**src/rtl/uart_pkg.sv**
```systemverilog
// Shared definitions for the 8N1 UART receiver slice.
// FSM encodings, frame width and baud divider math.
package uart_pkg;

  localparam int DATA_BITS = 8;

  localparam logic [1:0] IDLE  = 2'd0;
  localparam logic [1:0] START = 2'd1;
  localparam logic [1:0] DATA  = 2'd2;
  localparam logic [1:0] STOP  = 2'd3;

  // Clock cycles per oversample tick, rounded to nearest.
  function automatic int calc_div(
    input int clk_freq,
    input int baud,
    input int os
  );
    return (clk_freq + (baud * os) / 2) / (baud * os);
  endfunction

endpackage

```
**src/rtl/baud_tick_gen.sv**
```systemverilog
// Free-running divider producing one-cycle oversample ticks.
// Tick fires on the cycle the count sits at DIV-1.
module baud_tick_gen
  import uart_pkg::*;
#(
  parameter int CLK_FREQ   = 100_000_000,
  parameter int BAUD       = 9600,
  parameter int OVERSAMPLE = 16
) (
  input  logic clk,
  input  logic reset,
  output logic o_tick
);

  localparam int DIV = calc_div(CLK_FREQ, BAUD, OVERSAMPLE);
  localparam int CW  = (DIV > 1) ? $clog2(DIV) : 1;
  localparam logic [CW-1:0] TOP = CW'(DIV - 1);

  logic [CW-1:0] cnt_q;
  logic [CW-1:0] cnt_d;

  assign o_tick = (cnt_q == TOP);
  assign cnt_d  = o_tick ? '0 : cnt_q + CW'(1);

  always_ff @(posedge clk) begin
    if (reset) cnt_q <= '0;
    else       cnt_q <= cnt_d;
  end

endmodule

```
**src/rtl/uart_rx_8n1.sv**
```systemverilog
// Oversampling 8N1 UART receiver, LSB first.
// Synchroniser, framing FSM, shift register and strobe outputs.
module uart_rx_8n1
  import uart_pkg::*;
#(
  parameter int CLK_FREQ   = 100_000_000,
  parameter int BAUD       = 9600,
  parameter int OVERSAMPLE = 16
) (
  input  logic       clk,
  input  logic       reset,
  input  logic       rx,
  output logic [7:0] o_rx_data,
  output logic       o_rx_done,
  output logic       o_frame_err,
  output logic       o_busy
);

  localparam int TW = $clog2(OVERSAMPLE);
  localparam int BW = $clog2(DATA_BITS);
  localparam logic [TW-1:0] MID  = TW'(OVERSAMPLE / 2 - 1);
  localparam logic [TW-1:0] LAST = TW'(OVERSAMPLE - 1);
  localparam logic [BW-1:0] BMAX = BW'(DATA_BITS - 1);

  logic tick;

  baud_tick_gen #(
    .CLK_FREQ  (CLK_FREQ),
    .BAUD      (BAUD),
    .OVERSAMPLE(OVERSAMPLE)
  ) u_tick (
    .clk   (clk),
    .reset (reset),
    .o_tick(tick)
  );

  logic                 meta_q, rx_s_q;
  logic [1:0]           state_q, state_d;
  logic [TW-1:0]        tcnt_q, tcnt_d;
  logic [BW-1:0]        bcnt_q, bcnt_d;
  logic [DATA_BITS-1:0] shift_q, shift_d;
  logic [7:0]           data_q, data_d;
  logic                 done_q, done_d;
  logic                 ferr_q, ferr_d;
  logic                 brk_q, brk_d;

  always_ff @(posedge clk) begin
    if (reset) begin
      meta_q <= 1'b1;
      rx_s_q <= 1'b1;
    end else begin
      meta_q <= rx;
      rx_s_q <= meta_q;
    end
  end

  always_comb begin
    state_d = state_q;
    tcnt_d  = tcnt_q;
    bcnt_d  = bcnt_q;
    shift_d = shift_q;
    data_d  = data_q;
    done_d  = 1'b0;
    ferr_d  = 1'b0;
    brk_d   = brk_q & ~rx_s_q;
    unique case (1'b1)
      (state_q == IDLE): begin
        // brk_q blocks re-arming on a line still held low after a break
        if (!rx_s_q && !brk_q) begin
          state_d = START;
          tcnt_d  = '0;
        end
      end
      (state_q == START): begin
        if (tick) begin
          if (tcnt_q == MID) begin
            tcnt_d  = '0;
            bcnt_d  = '0;
            state_d = rx_s_q ? IDLE : DATA;
          end else begin
            tcnt_d = tcnt_q + TW'(1);
          end
        end
      end
      (state_q == DATA): begin
        if (tick) begin
          if (tcnt_q == LAST) begin
            shift_d[bcnt_q] = rx_s_q;
            tcnt_d = '0;
            bcnt_d = bcnt_q + BW'(1);
            if (bcnt_q == BMAX) state_d = STOP;
          end else begin
            tcnt_d = tcnt_q + TW'(1);
          end
        end
      end
      default: begin
        if (tick) begin
          if (tcnt_q == LAST) begin
            tcnt_d  = '0;
            state_d = IDLE;
            if (rx_s_q) begin
              data_d = shift_q;
              done_d = 1'b1;
            end else begin
              ferr_d = 1'b1;
              brk_d  = 1'b1;
            end
          end else begin
            tcnt_d = tcnt_q + TW'(1);
          end
        end
      end
    endcase
  end

  always_ff @(posedge clk) begin
    if (reset) begin
      state_q <= IDLE;
      tcnt_q  <= '0;
      bcnt_q  <= '0;
      shift_q <= '0;
      data_q  <= '0;
      done_q  <= 1'b0;
      ferr_q  <= 1'b0;
      brk_q   <= 1'b0;
    end else begin
      state_q <= state_d;
      tcnt_q  <= tcnt_d;
      bcnt_q  <= bcnt_d;
      shift_q <= shift_d;
      data_q  <= data_d;
      done_q  <= done_d;
      ferr_q  <= ferr_d;
      brk_q   <= brk_d;
    end
  end

  assign o_rx_data   = data_q;
  assign o_rx_done   = done_q;
  assign o_frame_err = ferr_q;
  assign o_busy      = (state_q != IDLE);

endmodule
```
**config.mk**
```make
export PLATFORM = sky130hd
export DESIGN_NAME = uart_rx_8n1
export DESIGN_NICKNAME = d
export VERILOG_FILES = /design/src/rtl/uart_pkg.sv /design/src/rtl/baud_tick_gen.sv /design/src/rtl/uart_rx_8n1.sv
export SDC_FILE = /design/constraint.sdc
export NUM_CORES = 1
export LEC_CHECK = 0
export CAP_MARGIN = 15
export CORE_UTILIZATION = 45
export CTS_BUF_LIST = sky130_fd_sc_hd__clkbuf_8 sky130_fd_sc_hd__clkbuf_16
export DETAILED_ROUTE_END_ITERATION = 8
export GPL_TIMING_DRIVEN = 0
export PLACE_DENSITY = 0.72
export REMOVE_ABC_BUFFERS = 1
export SLEW_MARGIN = 40
export SYNTH_ARGS = -nofsm -noshare
export SYNTH_HDL_FRONTEND = slang
export SYNTH_SLANG_ARGS = --single-unit
```
**constraint.sdc**
```tcl
create_clock -name clk -period 4.1 [get_ports clk]
set_input_delay 0.41 -clock clk [delete_from_list [all_inputs] [get_ports clk]]
set_output_delay 0.41 -clock clk [all_outputs]
set_load 0.005 [all_outputs]
```
* Yosys cells after proc, flatten, opt, wreduce, memory -nomap -nowiden
Cells that the tools add are included.
** Storage, ports and cells
- Bits in registers :: 40
- Bits of input ports :: 3
** Operators by class
- Add/sub/neg operators :: 3
- Magnitude comparators :: 2
- Equal/unequal tests :: 12
- Muxes and demuxes :: 30
- Bitwise gates (word level) :: 5
- Reduce and logical (&&, ||, !) cells :: 17
** Operators with widths (number)
- 2-to-1 mux 4 bit :: 5
- 2-to-1 mux 2 bit :: 9
- 2-to-1 mux 3 bit :: 4
- inequality test 2 x 1 -> 1 bit (second input constant) :: 6
- adder 10 x 1 -> 10 bit (second input constant) :: 1
- == test 10 bit (second input constant) :: 1
- bitwise mux 8 bit :: 1
- case mux 4 bit (2 select lines) :: 1
- AND reduction 8 bit :: 1
- 2-to-1 mux 1 bit :: 7
- case mux 2 bit (3 select lines) :: 1
- case mux 3 bit (2 select lines) :: 1
- AND reduction 3 bit :: 2
- nonzero test 2 bit :: 3
- OR reduction 6 bit :: 1
- AND reduction 5 bit :: 1
- adder 4 x 1 -> 4 bit (second input constant) :: 1
- == test 4 x 3 -> 1 bit (second input constant) :: 1
- == test 4 bit (second input constant) :: 1
- < comparator 3 x 4 -> 1 bit (second input constant) :: 1
- inverter 1 bit :: 4
- AND reduction 4 bit :: 1
- adder 3 x 1 -> 3 bit (second input constant) :: 1
- demux 1 bit (select 3 bit) :: 1
- other kinds (11) :: 13

* Logic depth before layout (Yosys ltp)
- Depth in word-level cells :: 6
- Mapped depth :: 8

* Cells and area by module
From an unflattened synthesis, not the netlist that was laid out.
** Unflattened totals
- Cells, all modules :: 213
- Area, all modules :: 1888.1 um^2
** By module, submodules not included
- uart_rx_8n1 :: instances 1, cells an instance 163, area each 1431.4 um^2, seq. area each 600.6 um^2
- baud_tick_gen :: instances 1, cells an instance 50, area each 456.7 um^2, seq. area each 200.2 um^2

* Least setup slack after synthesis
OpenSTA, ideal clock, no wires.
- Path type :: reg-to-reg
- Start point :: register state_q[0]
- End point :: register state_q[0]
- Library setup time :: 0.070 ns
- Arrival :: 1.797 ns
- Path slack :: 2.232 ns
- Cell stages (with the launch flop) :: 8
- Period minus slack after synthesis :: 1.868 ns
- Cells stage by stage :: dfxtp_1 > inv_1 > ha_1 > or3b_1 > a21oi_1 > o2bb2ai_1 > or4_1 > a21oi_1
** Between the ends
- Word-level cells in the longest chain between the ends :: 3
- Elaborated cells between the ends (all ways) :: 13
** Ends and longest elaborated chain
- from (decl) :: RTL line uart_rx_8n1.sv:38 : logic [1:0] state_q, state_d;
- from (signal assigned) :: RTL line uart_rx_8n1.sv:128 : state_q <= state_d;
- == test 2 bit (tied with other cells) :: RTL line uart_rx_8n1.sv:85 : (state_q == DATA): begin
- inequality test 2 x 1 -> 1 bit (no source line) (tied with other cells)
- AND reduction 8 bit (no source line)
Several ways; a longest one is shown, not always the timed one.
A chain may end at the register's enable or synchronous reset.

* Worst setup path in the final report
- Start point :: register state_q[1]
- End point :: register state_q[0]
The elaborated chain is that of the path after synthesis.

==> impl_metrics.ini <==
[logic_synthesis]
synth-seq-area-share_pct = 40.8
synth_edf_count = 0
ys.warnings.count = 0
async_flop_share_pct = 0
synth_top_area_cell = dfxtp_1
synth_common_cells = 40 x dfxtp_1, 26 x nor2_1, 19 x nand2_1
synth.most_common_cell = dfxtp_1
synth_cell_types = 43
ys_seq_elements = 40
synth_area_per_cell_um2 = 9.08
synth_top_flop_cell = dfxtp_1
netlist_area_um2 = 1960
synthTopCellsByArea = dfxtp_1 41%, mux2i_1 8.2%, ha_1 5.7%
netlist_instances = 216
synth_top_cell_area_share_pct = 40.8

[place]
dpl_worst_slack_ns = 1.56
gp_congestion = 0.796
portBuffers = 13
hpwl_um = 2450

[detailed_routing]
avgViaCountPerCell = 5.44
dr.max_layer_used = met4
initialDrtViolationCount = 101
routed_wl_um = 3520
wl_met2_um = 1600
drc = 0
ant_nets = 0
drt-met1-wl_um = 1760
num_vias = 1513
first_pass_iters = 4
wl_per_cell_um = 12.7
dr_wl_met3_um = 108

[outcome]
status = complete, no violations

[final_layout]
n_fill_cell = 389
drive_gt1_share_pct = 8.33
multi_input_area_um2 = 1090
antenna_cells = 0
syn2layout_area_growth_pct = 11.8
layout.nets = 240
ff_latch_area_um2 = 801

[global_routing]
grt_pass1_vias = 1317
grt_max_degree = 24
gr-total-overflow = 0
grt_antenna_before_repair = 0
grt_pass1_wl_um = 6110
grtUsageTotal_pct = 17.7

[setup_path]
timing.critical_path.buf_inv = 1
crit_type = register to register
reg2reg_setup_slack_ns = 1.88
crit_chain = inv_1, ha_1, or3b_1, a21oi_1, o2bb2ai_1, or4_1, a21oi_1
cp.required_ns = 4.33
r2r-end = state_q[0]$_SDFFE_PP0P_
rr_startpoint = state_q[1]$_SDFFE_PP0P_
max_stage_delay_ns = 0.49
start_kind = register
cp-end-kind = register
worst_path_most_repeated_cell = a21oi_1
crit_arrival_ns = 2.45
rr_worst_depth = 7
crit_path_max_fanout = 12
crit_path_top_delay_cell = or4_1
path_delay_family = simple AND/OR/NAND/NOR gates

[sta]
final.period_utilization_pct = 54.2
worst_pin_slew_ns = 0.525
slew_headroom_pct = 64.9
achievable-frequency_ghz = 0.450
finalWorstSetupSlack_ns = 1.88
slew_violations = 0
finalSetupTns_ns = 0
rsz0062_at_grt = no
finClkSkew_ns = 0.00591
period_needed_ns = 2.22
hold_violations = 0
setup_viol = 0

[flow_run]
cap_violations = 0

[power_and_ir_drop]
power_leakage_nw = 0.777
ir_drop_mv = 0.227
p_per_area_nw_per_um2 = 349

[clock_tree]
clkSlewWorstSetupHoldPaths_ns = 0.08
cts_root_buffer = clkbuf_8
cts_buffers = 5
insertion_delay_ns = 0.29
post_cts_buffers = 0
cts_sinks = 40
cts_hold_buf = 0
clock_path_buffers = 2
h-tree-depth = 2
cts_tree = built
ctsResizeCount = 0

[die]
die_h_um = 68.0
rows = 23
ioPinCount = 14
start_util_pct = 48.0
die_width_um = 68.0
die_area_um2 = 4630
coreArea_um2 = 4090

[min_path]
min_path_type = register to register
hold_start = meta_q$_SDFF_PP1_
hold_depth = 1
hold_path_end = rx_s_q$_SDFF_PP1_
==> registers in the layout, indices dropped and copies added (netlist names) <==
name / count
tcnt_q: 4
meta_q: 1
o_rx_done: 1
o_rx_data: 8
u_tick.cnt_q: 10
o_frame_err: 1
bcnt_q: 3
rx_s_q: 1
brk_q: 1
shift_q: 8
state_q: 2
==> cell usage in the layout, fill, tap and decap left out, types with 2 or more instances in the layout <==
master	Yosys	routed
a21oi_1	11	11
and3_1	6	6
and4b_1	2	2
clkbuf_8	0	5
clkdlybuf4s50_1	0	12
dfxtp_1	40	40
ha_1	9	9
inv_1	9	9
mux2_1	2	2
mux2i_1	16	16
nand2_1	19	19
nand2b_1	4	4
nand3_1	12	12
nand4_1	3	3
nor2_1	26	26
nor2b_1	3	3
nor3_1	3	3
nor4b_2	2	2
o211ai_1	2	2
o21ai_0	7	7
or2_2	2	2
or3_1	2	2
xnor2_1	2	2
xor2_1	7	7
==> final cells by class <==
class | count | share of cell area (%)
flip-flops and latches | 40 | 36.5
clock inverters | 2 | 0.570
well taps | 50 | 2.85
clock buffers | 5 | 3.14
multi-input cells | 159 | 49.7
inverters | 9 | 1.54
repair buffers | 13 | 5.70
==> report_power, final <==
part | switching (mW) | leakage, nW | total (mW) | internal [mW]
Clock | 0.133 | 0.0400 | 0.248 | 0.115
Combinational | 0.0713 | 0.414 | 0.114 | 0.0425
Sequential | 0.00880 | 0.323 | 0.404 | 0.395
Total | 0.213 | 0.777 | 0.766 | 0.553
==> routing by layer <==
metal	vias up	GRT usage (%)
li1	779	-
met5	-	0
met4	0	5.47
met3	6	4.50
met2	22	26.5
met1	706	24.7
==> how the worst max path moves through the flow <==
| stage | to | depth (start not counted) | slack [ns] | from |
|---|---|---|---|---|
| 2_1_floorplan | state_q[0]$_SDFFE_PP0P_ | 7 | 2.13 | state_q[0]$_SDFFE_PP0P_ |
| 3_3_place_gp | shift_q[7]$_SDFFE_PP0P_ | 4 | 1.57 | reset |
| 3_5_place_dp | shift_q[7]$_SDFFE_PP0P_ | 4 | 1.56 | reset |
| 4_1_cts | state_q[0]$_SDFFE_PP0P_ | 7 | 1.87 | state_q[1]$_SDFFE_PP0P_ |
| 5_1_grt | state_q[0]$_SDFFE_PP0P_ | 7 | 1.74 | state_q[1]$_SDFFE_PP0P_ |
| 6_report | state_q[0]$_SDFFE_PP0P_ | 7 | 1.88 | state_q[1]$_SDFFE_PP0P_ |
==> kinds of logic (layout without fill, tap and decap cells) <==
family	Yosys count	in the layout	share of synthesized area, %
and+or+nand+nor	95	95	28.0
DFF	40	40	40.8
AOI/OAI and AO/OA	28	28	8.48
muxes	18	18	9.31
buffers and inverters	17	29	3.64
adders and majority gates	9	9	5.74
xor gates and xnor gates	9	9	4.02
==> worst reg2reg max path, stage by stage (launching register included) <==
cell       delay, ns
dfxtp_1         0.34
inv_1           0.10
ha_1            0.42
or3b_1          0.39
a21oi_1         0.16
o2bb2ai_1       0.13
or4_1           0.49
a21oi_1         0.14
==> metrics by stage <==
stage | instances | hold WS (ns) | total power [mW] | utilization (%) | area (um2)
after floorplan | 208 | 0.389 | 0.491 | - | 1920
after global placement | 271 | 0.392 | 0.524 | 51.8 | 2120
after detailed placement | 271 | 0.402 | 0.526 | 51.8 | 2120
after CTS | 278 | 0.416 | 0.774 | 53.8 | 2200
after global routing | 278 | 0.443 | 0.805 | 53.7 | 2190
final | 278 | 0.411 | 0.766 | 53.7 | 2190
Power figures use the tool's default switching activity.
==> RTL edit 1, RTL diff (config.mk and constraints unchanged) <==
One comparison of `tcnt_q` changes from == to >=.
--- a/src/rtl/uart_rx_8n1.sv
+++ b/src/rtl/uart_rx_8n1.sv
@@ -74,5 +74,5 @@
       (state_q == START): begin
         if (tick) begin
-          if (tcnt_q == MID) begin
+          if (tcnt_q >= MID) begin
             tcnt_d  = '0;
             bcnt_d  = '0;
Function: same outputs for any inputs over 10 cycles, from zero or initial values and one cycle with reset high; that may be too few to reach the edited logic, so the function may still have changed.
==> RTL edit 1 against the original RTL <==
Worst hold slack improved by 0.0022 ns. Sequential power grew 1%. Critical path type unchanged. Wire length decreased by 8.4%. Worst setup slack better by 0.010 ns. Sequential cell count unchanged. Total power is 15% higher. Critical endpoint is now o_rx_data[5]$_SDFFE_PP0P_. Highest routed layer unchanged. Sequential share of layout area up 0.51 points. Synthesized area decreased by 3.3%. Final area decreased by 1.4%.
==> RTL edit 1: results <==
[status]
status = "completed"

[synth]
synth.area.top_cells = "dfxtp_1 42%, mux2i_1 9.5%, nor2_1 7.5%"
synth.yosys.seq_area_share = 0.4219
ys_top_cells_by_count = "40 x dfxtp_1, 38 x nor2_1, 18 x mux2i_1"
synth_flop_cell = "dfxtp_1"
ys_types = 41
async_flop_share = 0

[finish]
layout.nets = 233
multi_input_area_mm2 = 0.001032
fillers = 392
nNonClkInverters = 7
multi_input_gates = 154
drive_above_1_share = 0.07658
buffer_area_frac = 0.05784
final-clk-cell-share = 0.05379

[worst_setup_path]
r2r_cells = 5
timing.rr.start = "u_tick.cnt_q[7]$_SDFF_PP0_"
worst_ep_arrival_time_ns = 2.37
max_stage_delay_ns = 0.53
endpoint = "o_rx_data[5]$_SDFFE_PP0P_"

[pwr]
leakagePower_nw = 0.7994
irDropWorstVdd_uv = 316.1
pwr-share-seq = 0.465
combPwrFrac = 0.169
power.switching_mw = 0.2410

[timing]
max_clock_freq_mhz = 452.4
worst_slew_pin_slew_ns = 0.7711
skew_ns = 0.006640

[grt]
antenna_found_initial = 0
grt_pass1_wl_um = 5678
grt_usage = 0.1678
grt_start_max_net_pins = 33
grt_pass1_vias = 1331

[clock_network]
cts_sinks = 40
clk_pin_slew_ns = 0.08
cts_setup_buffers = 0

[detailed_routing]
first_pass_iters = 4
drtIter0Drc = 78
wl_per_cell_um = 11.84
dr_total_vias = 1452

[place]
gp_congestion = 0.8588
pre_cts_ws_ns = 1.879
dp_hpwl_um = 2225
[RTL edit 1: cell families (layout without fill, tap and decap cells)]
kind of cell | count (synthesis) | count (layout) | share of synthesized area
AOI/OAI and AO/OA | 21 | 21 | 0.07119
and+or+nand+nor | 98 | 98 | 0.2815
adders and majority gates | 9 | 9 | 0.05933
muxes | 18 | 18 | 0.09492
xor gates and xnor gates | 8 | 8 | 0.03692
buffers and inverters | 16 | 28 | 0.03428
DFF | 40 | 40 | 0.4219
[RTL edit 1: worst min-delay path by stage]
stage	from	endpoint	cells after the start
detailed placement	meta_q$_SDFF_PP1_	rx_s_q$_SDFF_PP1_	1
global placement	meta_q$_SDFF_PP1_	rx_s_q$_SDFF_PP1_	1
global route	meta_q$_SDFF_PP1_	rx_s_q$_SDFF_PP1_	1
CTS	meta_q$_SDFF_PP1_	rx_s_q$_SDFF_PP1_	1
finish	meta_q$_SDFF_PP1_	rx_s_q$_SDFF_PP1_	1
floorplan	meta_q$_SDFF_PP1_	rx_s_q$_SDFF_PP1_	1
[RTL edit 1: per-stage QoR]
stage / instances / util / power [mW] / hold slack [ns] / cell area (um2)
finish: 272 / 0.5370 / 0.8811 / 0.4136 / 2163
global route: 272 / 0.5370 / 0.9264 / 0.4203 / 2163
CTS: 272 / 0.5370 / 0.8920 / 0.4150 / 2163
detailed placement: 264 / 0.5081 / 0.5661 / 0.3951 / 2047
global placement: 264 / 0.5093 / 0.5648 / 0.3925 / 2052
floorplan: 201 / - / 0.5275 / 0.3895 / 1859
[RTL edit 1: routing by layer]
metal	vias to the layer above	wire length (um)	track usage
met1	670	1652	0.2135
met4	0	42	0.07181
met2	27	1395	0.2664
met3	4	129	0.04110
li1	751	-	-
met5	-	0	0
==> RTL edit 2, RTL diff (same flow settings) <==
Made on the original files. `BAUD` is set to 9600 in 2 places; all go to 2400.
--- a/src/rtl/baud_tick_gen.sv
+++ b/src/rtl/baud_tick_gen.sv
@@ -5,5 +5,5 @@
 #(
   parameter int CLK_FREQ   = 100_000_000,
-  parameter int BAUD       = 9600,
+  parameter int BAUD       = 2400,
   parameter int OVERSAMPLE = 16
 ) (
--- a/src/rtl/uart_rx_8n1.sv
+++ b/src/rtl/uart_rx_8n1.sv
@@ -5,5 +5,5 @@
 #(
   parameter int CLK_FREQ   = 100_000_000,
-  parameter int BAUD       = 9600,
+  parameter int BAUD       = 2400,
   parameter int OVERSAMPLE = 16
 ) (
Check against the original RTL: no difference found for any inputs over 10 cycles, from zero or initial values and one cycle with reset high; that may be too few to reach the edited logic, so the function may still have changed.
==> RTL edit 2 against the original RTL <==
Global-route usage shrank 0.28 points. Sequential cell count up 2. First-iteration DRC count fell by 37%. Wire length rose by 18%. Total power rose by 20%. Combinational power increased by 47%. Worst setup slack improved by 0.14 ns. Final area is 9.0% higher. Clock skew increased by 0.0029 ns. Synthesized area up 12%. Sequential power increased by 5.0%. Largest power group unchanged.
==> RTL edit 2: results <==
[status]
status = "completed"

[synth]
ys_types = 49
syn_inst = 238
synthMuxAreaShare = 0.03641
synth.area.top_cells = "dfxtp_1 38%, ha_1 4.6%, nand3_1 4.1%"
synth-xor-area-share = 0.04380
synth.yosys.seq_area_share = 0.3823
synth_compound_area_frac = 0.1280
synth_fa_ha_area_frac = 0.04551

[finish]
drive_above_1_share = 0.08607
fin_cells = 311
layout.nets = 254
largest_reg_flops = 12

[worst_setup_path]
max_stage_delay_ns = 0.56
crit_fanout = 10
cp_slowest_cell = "or3b_2"
worst_ep_arrival_time_ns = 2.29
r2r_cells = 6
ff2ff_setup_slack_ns = 2.02

[grt]
grtUsageMet1 = 0.2281
met3_usage = 0.05000
grt_pass1_vias = 1517
grt_pass1_wl_um = 6989
grt_start_max_net_pins = 36
grtUsageMet2 = 0.2788

[place]
dp.cells = 303
dp_hpwl_um = 2793
place_area_mm2 = 0.002282
gp_congestion = 0.8078

[timing]
fin_crit_ns = 2.079
skew_ns = 0.008851
fin_hold_ws_ns = 0.4220

[pwr]
p_int_mw = 0.6641
leakagePower_nw = 0.8273

[detailed_routing]
dr_wl_met3_um = 133
wl_met2_um = 1929
met1_length_um = 2025
via_per_inst = 5.476
wl_um = 4141
drtIter0Drc = 64
==> RTL edit 2: layout make-up <==
cell class / count / area [um2]
fill: 440 / 2332
multi-input combinational: 174 / 1206
timing repair buffer: 13 / 125.1
clock buffer: 5 / 68.82
tap: 67 / 83.83
inverter: 7 / 26.28
sequential: 42 / 840.8
clock inverter: 3 / 40.04
==> RTL edit 2: power groups by stage <==
stage	clock network [mW]	registers, mW	logic, mW
finish	0.326	0.424	0.168
global placement	0	0.433	0.167
global route	0.351	0.426	0.189
floorplan	0	0.431	0.126
CTS	0.334	0.424	0.168
detailed placement	0	0.434	0.167
==> RTL edit 2: worst max-delay path: cells and delay by family, from the launching register on <==
kind                     cells  cell delay, ns
AND/OR/NAND/NOR              2            0.72
buffers and inverters        1            0.10
flip-flops                   1            0.40
adder cells (fa/ha/maj)      1            0.32
AO/OA/AOI/OAI                2            0.46
